===== config.mk =====
export PLATFORM = sky130hd
export DESIGN_NAME = cmdpkt_tx
export DESIGN_NICKNAME = d
export VERILOG_FILES = /design/src/rtl/cmdpkt_tx.sv
export SDC_FILE = /design/constraint.sdc
export NUM_CORES = 1
export LEC_CHECK = 0
export CAP_MARGIN = 20
export CORE_MARGIN = 8
export CORE_UTILIZATION = 57
export DETAILED_ROUTE_END_ITERATION = 8
export PLACE_DENSITY = 0.78
export REMOVE_ABC_BUFFERS = 1
export SYNTH_ARGS = -nofsm -noshare
export SYNTH_HDL_FRONTEND = slang
export SYNTH_SLANG_ARGS = --single-unit

===== constraint.sdc =====
create_clock -name sys_clk -period 3.7 [get_ports sys_clk]
set_input_delay 0.74 -clock sys_clk [delete_from_list [all_inputs] [get_ports sys_clk]]
set_output_delay 0.74 -clock sys_clk [all_outputs]
set_load 0.02 [all_outputs]

===== src/rtl/cmdpkt_tx.sv =====
// +----------------------------------------------------------------------------+
// | cmdpkt_tx : builds the 60-byte Ethernet/IPv4/UDP switch command frame and  |
// |             streams it as {in_frame, byte} words plus a delimiter word.    |
// | Revision  : 1.0                                                            |
// +----------------------------------------------------------------------------+
`default_nettype none

module cmdpkt_tx #(
  parameter logic [47:0] SRC_MAC      = 48'h00_11_22_33_44_55,
  parameter logic [47:0] DST_MAC      = 48'hFF_FF_FF_FF_FF_FF,
  parameter logic [31:0] SRC_IP       = 32'h0A000001,
  parameter logic [31:0] DST_IP       = 32'h0A000002,
  parameter logic [15:0] UDP_SRC_PORT = 16'd3776,
  parameter logic [15:0] UDP_DST_PORT = 16'd3776,
  parameter logic [31:0] MAGIC        = 32'hC0C0C0CC
) (
  input  logic        sys_clk,
  input  logic        sys_rst_n,
  input  logic        cmd_valid,
  input  logic [31:0] cmd_port,
  output logic        cmd_ready,
  output logic [8:0]  tx_din,
  output logic        tx_wr_en,
  input  logic        tx_full,
  output logic        busy,
  output logic [15:0] frame_id
);

  localparam int unsigned c_FRAME_BYTES = 60;
  localparam int unsigned c_FRAME_BITS  = c_FRAME_BYTES * 8;
  localparam logic [5:0]  c_LAST_IDX    = 6'(c_FRAME_BYTES - 1);
  localparam logic [15:0] c_ETHERTYPE   = 16'h0800;
  localparam logic [15:0] c_IP_VER_TOS  = 16'h4500;
  localparam logic [15:0] c_IP_TOT_LEN  = 16'h0024;
  localparam logic [15:0] c_IP_FRAG     = 16'h0000;
  localparam logic [7:0]  c_IP_TTL      = 8'h40;
  localparam logic [7:0]  c_IP_PROTO    = 8'h11;
  localparam logic [15:0] c_UDP_LEN     = 16'h0010;
  localparam logic [15:0] c_UDP_CSUM    = 16'h0000;
  localparam logic [8:0]  c_DELIM       = 9'h000;

  typedef enum logic [2:0] {
    ST_INIT  = 3'd0,
    ST_IDLE  = 3'd1,
    ST_CSUM1 = 3'd2,
    ST_CSUM2 = 3'd3,
    ST_SEND  = 3'd4,
    ST_DELIM = 3'd5
  } state_t;

  state_t      r_state, w_state_nxt;
  logic [5:0]  r_idx, w_idx_nxt;
  logic [31:0] r_ports, w_ports_nxt;
  logic [15:0] r_frame_id, w_frame_id_nxt;
  logic [19:0] r_sum, w_sum_nxt;
  logic [15:0] r_csum, w_csum_nxt;
  logic [8:0]  r_tx_din, w_tx_din_nxt;
  logic        r_tx_wr_en, w_tx_wr_en_nxt;

  logic [19:0] w_hdr_sum;
  logic [16:0] w_fold1;
  logic [15:0] w_fold2;
  logic [c_FRAME_BITS-1:0] w_frame;
  logic [c_FRAME_BITS-1:0] w_frame_shifted;
  logic [7:0]  w_byte;

  // IPv4 header halfwords with the checksum field taken as zero
  assign w_hdr_sum = {4'd0, c_IP_VER_TOS} + {4'd0, c_IP_TOT_LEN} + {4'd0, r_frame_id}
                   + {4'd0, c_IP_FRAG} + {4'd0, c_IP_TTL, c_IP_PROTO}
                   + {4'd0, SRC_IP[31:16]} + {4'd0, SRC_IP[15:0]}
                   + {4'd0, DST_IP[31:16]} + {4'd0, DST_IP[15:0]};

  assign w_fold1 = {1'b0, r_sum[15:0]} + {13'd0, r_sum[19:16]};
  assign w_fold2 = w_fold1[15:0] + {15'd0, w_fold1[16]};

  // Whole frame laid out MSB-first; byte 0 sits in the top eight bits
  assign w_frame = {DST_MAC, SRC_MAC, c_ETHERTYPE,
                    c_IP_VER_TOS, c_IP_TOT_LEN, r_frame_id, c_IP_FRAG,
                    c_IP_TTL, c_IP_PROTO, r_csum, SRC_IP, DST_IP,
                    UDP_SRC_PORT, UDP_DST_PORT, c_UDP_LEN, c_UDP_CSUM,
                    MAGIC,
                    r_ports[7:0], r_ports[15:8], r_ports[23:16], r_ports[31:24],
                    80'd0};

  assign w_frame_shifted = w_frame << {r_idx, 3'b000};
  assign w_byte          = w_frame_shifted[c_FRAME_BITS-1 -: 8];

  always_comb begin
    w_state_nxt    = r_state;
    w_idx_nxt      = r_idx;
    w_ports_nxt    = r_ports;
    w_frame_id_nxt = r_frame_id;
    w_sum_nxt      = r_sum;
    w_csum_nxt     = r_csum;
    w_tx_din_nxt   = r_tx_din;
    w_tx_wr_en_nxt = 1'b0;

    case (r_state)
      ST_INIT: begin
        // Flush any partial frame left downstream by a mid-frame reset
        if (!tx_full) begin
          w_tx_wr_en_nxt = 1'b1;
          w_tx_din_nxt   = c_DELIM;
          w_state_nxt    = ST_IDLE;
        end
      end
      ST_IDLE: begin
        if (cmd_valid) begin
          w_ports_nxt = cmd_port;
          w_state_nxt = ST_CSUM1;
        end
      end
      ST_CSUM1: begin
        w_sum_nxt   = w_hdr_sum;
        w_state_nxt = ST_CSUM2;
      end
      ST_CSUM2: begin
        w_csum_nxt  = ~w_fold2;
        w_state_nxt = ST_SEND;
      end
      ST_SEND: begin
        if (!tx_full) begin
          w_tx_wr_en_nxt = 1'b1;
          w_tx_din_nxt   = {1'b1, w_byte};
          w_idx_nxt      = r_idx + 6'd1;
          if (r_idx == c_LAST_IDX) begin
            w_state_nxt = ST_DELIM;
          end
        end
      end
      ST_DELIM: begin
        if (!tx_full) begin
          w_tx_wr_en_nxt = 1'b1;
          w_tx_din_nxt   = c_DELIM;
          w_frame_id_nxt = r_frame_id + 16'd1;
          w_idx_nxt      = 6'd0;
          w_state_nxt    = ST_IDLE;
        end
      end
      default: begin
        w_state_nxt = ST_INIT;
      end
    endcase
  end

  always_ff @(posedge sys_clk or negedge sys_rst_n) begin
    if (!sys_rst_n) begin
      r_state    <= ST_INIT;
      r_idx      <= 6'd0;
      r_ports    <= 32'd0;
      r_frame_id <= 16'd0;
      r_sum      <= 20'd0;
      r_csum     <= 16'd0;
      r_tx_din   <= 9'h000;
      r_tx_wr_en <= 1'b0;
    end else begin
      r_state    <= w_state_nxt;
      r_idx      <= w_idx_nxt;
      r_ports    <= w_ports_nxt;
      r_frame_id <= w_frame_id_nxt;
      r_sum      <= w_sum_nxt;
      r_csum     <= w_csum_nxt;
      r_tx_din   <= w_tx_din_nxt;
      r_tx_wr_en <= w_tx_wr_en_nxt;
    end
  end

  assign cmd_ready = (r_state == ST_IDLE);
  assign busy      = (r_state != ST_IDLE);
  assign tx_din    = r_tx_din;
  assign tx_wr_en  = r_tx_wr_en;
  assign frame_id  = r_frame_id;

endmodule

`default_nettype wire


* Word-level counts from Yosys, hierarchy flattened
Index checks and enable logic that the tools add are counted.
** Storage, ports and cells
- Latch bits :: 0
- Logic and storage cells :: 56
- Input port bits :: 36
- Bits in writable memories :: 0
- Output and inout port bits :: 28
- Memories :: 0
- Register bits after elaboration :: 103
- Bits in read-only memories :: 0
** Operators by class
- Mux-type cells :: 13
- Magnitude comparators :: 0
- Multiply operators :: 0
- Shifts and indexed selects :: 1
- Bitwise operators :: 2
- Add/subtract/negate cells :: 10
- Eq/ne operators :: 12
- Reduce and logical (&&, ||, !) cells :: 10
- Divide/modulo/power cells :: 0
** Operators by type and width (number)
- $shl 480x9->480 :: 1
- $add 19x1->20 const B :: 1
- $add 20x12->20 const B :: 1
- $add 20x2->20 const B :: 1
- $add 18x12->19 const B :: 1
- $add 17x15->18 const B :: 1
- $mux 9 :: 2
- $pmux 9 s2 :: 1
- $add 15x16->17 const A :: 1
- $add 16x4->17 :: 1
- $add 16x1->16 :: 1
- $add 16x1->16 const B :: 1
- $not 16->16 :: 1
- $pmux 3 s5 :: 1
- $mux 3 :: 4
- $mux 6 :: 2
- $pmux 6 s2 :: 1
- $ne 2x2->1 const B :: 5
- $add 6x1->6 const B :: 1
- $eq 3x2->1 const B :: 2
- $eq 3x3->1 const B :: 2
- $eq 6x6->1 const B :: 1
- $reduce_and 3->1 :: 2
- $reduce_and 2->1 :: 2
- other kinds (9) :: 11

* Logic depth before layout (Yosys ltp)
- Depth in word-level cells :: 6
- Mapped depth :: 15
- Mapped depth without buffers :: 14

* Least setup slack after synthesis
No wires, ideal clock.
- Path type :: reg2reg
- Start :: reg r_sum[3]
- End :: reg r_csum[14]
- Stages on the path, launching flop included :: 15
- Slack :: 678 ps
- Period minus slack after synthesis :: 3022 ps
- Required time :: 3568 ps
- Arrival time :: 2890 ps
- Cell sequence :: dfrtp_1 -> clkbuf_1 -> and4_1 -> nand2_1 -> nor4_1 -> and4_1 -> ha_1 -> ha_1 -> nand2_1 -> nor3b_1 -> o22ai_1 -> nor4_1 -> o21ai_1 -> xnor2_1 -> o21ai_1
** Between the ends
- Longest elaborated chain between the ends :: 3
** Ends and longest elaborated chain
- start, declared :: line 55 : logic [19:0] r_sum, w_sum_nxt;
- start signal, assigned :: line 161 : r_sum <= w_sum_nxt;
- $add 16x4->17 :: line 73 : assign w_fold1 = {1'b0, r_sum[15:0]} + {13'd0, r_sum[19:16]};
- $add 16x1->16 :: line 74 : assign w_fold2 = w_fold1[15:0] + {15'd0, w_fold1[16]};
- $not 16->16 :: line 118 : w_csum_nxt = ~w_fold2;
- end signal, assigned :: line 162 : r_csum <= w_csum_nxt;
- end, declared :: line 56 : logic [15:0] r_csum, w_csum_nxt;
No other way between the ends.
A chain may end at the register's enable or synchronous reset.

* Worst setup path after layout
- Start :: reg r_sum[0]
- End :: reg r_csum[14]
Same word-level chain as after synthesis.

==> flow_metrics.py <==
metrics = {
    "min_path": {
        "hp-class": "input pin to async pin",
    },
    "timing": {
        "setup_violations": 0,
        "fmax_mhz": 300,
        "setup_tns_ns": 0,
        "fin_skew_ns": 0.00685,
        "min_period_ns": 3.33,
        "slew_headroom": 0.362,
        "fin_crit_sh": 0.901,
        "fin_ws_ns": 0.367,
        "rsz0062_at_grt": "no",
        "final_max_slew_viol_count": 0,
        "hold_viol": 0,
        "max_slew.worst_pin.slew_ns": 0.955,
    },
    "synth": {
        "synth_top_family_by_area": "simple AND/OR/NAND/NOR gates",
        "synthCells": 632,
        "synthFlopType": "dfrtp_1",
        "seq_area_frac_synth": 0.427,
        "synth_cell_type_count": 61,
        "syn-mean-instance-area_um2": 9.27,
        "synth.area.mux_share": 0.113,
        "synth_xor_xnor_area_share": 0.0628,
        "synthSimpleGateAreaFrac": 0.175,
        "synth_edf_count": 0,
        "synth-seq-cells": 100,
        "yosysWarnings": 0,
        "synth_compound_area_frac": 0.144,
        "synthAdderAreaFrac": 0.0316,
        "async_flop_share": 1.00,
        "syn_area_mm2": 0.00586,
    },
    "detailed_routing": {
        "met1_length_um": 6700,
        "drc": 0,
        "wl_per_cell_um": 18.1,
        "via_per_inst": 5.98,
        "vias": 4859,
        "wl_met3_um": 963,
        "wirelength_um": 14700,
        "dr_wl_met2_um": 6790,
        "dr.pass1.iters": 5,
        "antenna_left": 0,
        "drt_iter0_markers": 480,
        "top_layer": "met4",
    },
    "cts": {
        "htreeDepth": 3,
        "ctsHoldBuffers": 0,
        "cts-root-buf": "clkbuf_8",
        "cts_buffer_depth": 2,
        "clk_transition_reported_paths_ns": 0.10,
        "cts_sinks": 100,
        "clock_latency_ns": 0.37,
        "cts_tree": "yes",
        "post_cts_buffers": 0,
        "cts_resized": 0,
        "cts_inserted_buffers": 9,
    },
    "worst_setup_path": {
        "worstSetupStartpoint": "r_sum[0]",
        "end_kind": "register",
        "start_kind": "register",
        "cp_max_fo": 6,
        "r2r_cells": 14,
        "timing.rr.start": "r_sum[0]",
        "r2r_end": "r_csum[14]",
        "critical_path_arrival_ns": 3.55,
        "crit_type": "register to register",
        "worst_ep_required_time_ns": 3.92,
        "endpoint": "r_csum[14]",
        "reg2reg_setup_slack_ns": 0.37,
    },
    "grt": {
        "grt_max_degree": 62,
        "grt_pass1_wl_um": 24600,
        "grtUsageTotal": 0.217,
        "overflow": 0,
        "antenna_found_initial": 0,
        "grt_pass1_vias": 4836,
    },
    "pwr": {
        "power.leakage_nw": 2.85,
        "p_per_area_mw_per_mm2": 701,
        "irDropWorstVdd_mv": 0.439,
    },
    "layout": {
        "antenna_cells": 0,
        "final_common_cell": "dfrtp_1",
        "utilization": 0.667,
        "layout.nets": 721,
        "drive_gt1_frac": 0.109,
        "area_growth_pct": 15.5,
        "layout_common_cells": "dfrtp_1, nand2_1, clkdlybuf4s50_1, o21ai_0, mux2_2",
    },
    "placed_design": {
        "dp_hpwl_um": 10700,
        "place.gp.congestion": 0.895,
        "dp_slack_ns": 0.408,
        "portBuffers": 63,
    },
    "floorplan": {
        "start_util": 0.578,
        "ios": 64,
        "core_region_area_mm2": 0.0101,
        "die_area_mm2": 0.0138,
        "fp.dieW_um": 117,
        "row_count": 37,
        "dieHeight_um": 117,
    },
    "run_status": {
        "outcome": "finished clean",
    },
    "run": {
        "drv_cap": 0,
    },
}
==> kinds of logic after synthesis <==
family	Yosys count
simple gates	214
mux	61
buf+inv	64
xor+xnor	42
flops	100
fa+ha+maj	15
compound gates	136
==> report_power, final <==
| group | internal [mW] | leakage (nW) | total (mW) | switching (mW) |
|---|---|---|---|---|
| Combinational | 0.949 | 1.51 | 2.02 | 1.07 |
| Sequential | 1.50 | 1.24 | 1.96 | 0.462 |
| Clock | 0.358 | 0.108 | 0.755 | 0.397 |
| Total | 2.81 | 2.85 | 4.74 | 1.93 |
==> metrics by stage <==
| stage | instance area [µm²] | std cells | hold WS, ns | power, mW |
|---|---|---|---|---|
| floorplan | 5630 | 582 | 0.444 | 3.25 |
| global placement | 6550 | 796 | 0.462 | 3.91 |
| detailed placement | 6550 | 796 | 0.472 | 3.98 |
| CTS | 6760 | 812 | 0.460 | 4.74 |
| global route | 6760 | 812 | 0.485 | 5.07 |
| finish | 6760 | 812 | 0.441 | 4.74 |
==> metal layers <==
metal,GRT usage,vias up
met5,0,-
met2,0.342,183
met1,0.293,2367
met3,0.0393,16
met4,0.0746,0
li1,-,2293
==> flip-flops by register name (all words and copies together), names as in the netlist <==
name	cells
frame_id	16
r_csum	16
r_idx	6
r_ports	32
r_state	3
r_sum	17
tx_din	9
tx_wr_en	1
==> area by class of cell <==
type | instances | area [µm²]
Fill cell | 811 | 3380
Multi-Input combinational cell | 468 | 3080
Sequential cell | 100 | 2500
Timing Repair Buffer | 78 | 741
Tap cell | 136 | 170
Clock buffer | 11 | 151
Clock inverter | 5 | 66.3
Inverter | 14 | 52.6
==> cells in the mapped netlist, types with 3 or more instances <==
library cell	number	area (µm²)
ha_1	14	175
nand2b_1	10	62.6
nor4_1	3	18.8
o21ai_0	50	250
nand3_1	20	100
a21oi_1	23	115
a22o_1	3	26.3
nor3_1	15	75.1
xor2_1	17	149
a221oi_1	4	35.0
xnor2_1	25	219
o21ai_1	8	40.0
inv_1	13	48.8
nor3b_1	5	37.5
nand4_1	4	25.0
and4_1	3	26.3
nor2_1	35	131
mux2_2	38	428
o31ai_1	3	22.5
buf_1	6	22.5
mux2i_1	22	220
nor2b_1	5	31.3
o221ai_1	3	26.3
and3_1	3	18.8
o2111ai_1	3	26.3
clkbuf_1	33	124
buf_2	3	15.0
dfrtp_1	100	2500
a31oi_1	8	50.1
o22ai_1	7	43.8
nand3b_1	6	45.0
a211oi_1	4	30.0
or3_1	3	18.8
nand2_1	91	342
and2_1	4	25.0
buf_4	8	60.1
==> worst max-delay path, stage by stage (launching register included) <==
cell     delay, ns
dfrtp_1       0.39
ha_1          0.19
ha_1          0.17
nand2_1       0.13
nor4_1        0.43
and4_1        0.25
ha_1          0.19
ha_1          0.26
nand2_1       0.11
nor3b_1       0.22
o22ai_1       0.14
nor4_1        0.33
o21ai_1       0.12
xnor2_1       0.17
o21ai_1       0.08
==> worst min path at each step <==
stage	endpoint
floorplan	frame_id[0]
global placement	r_csum[2]
detailed placement	tx_din[8]
CTS	r_ports[8]
global route	r_ports[8]
finish	r_ports[8]
(Power assumes the default switching activity.)
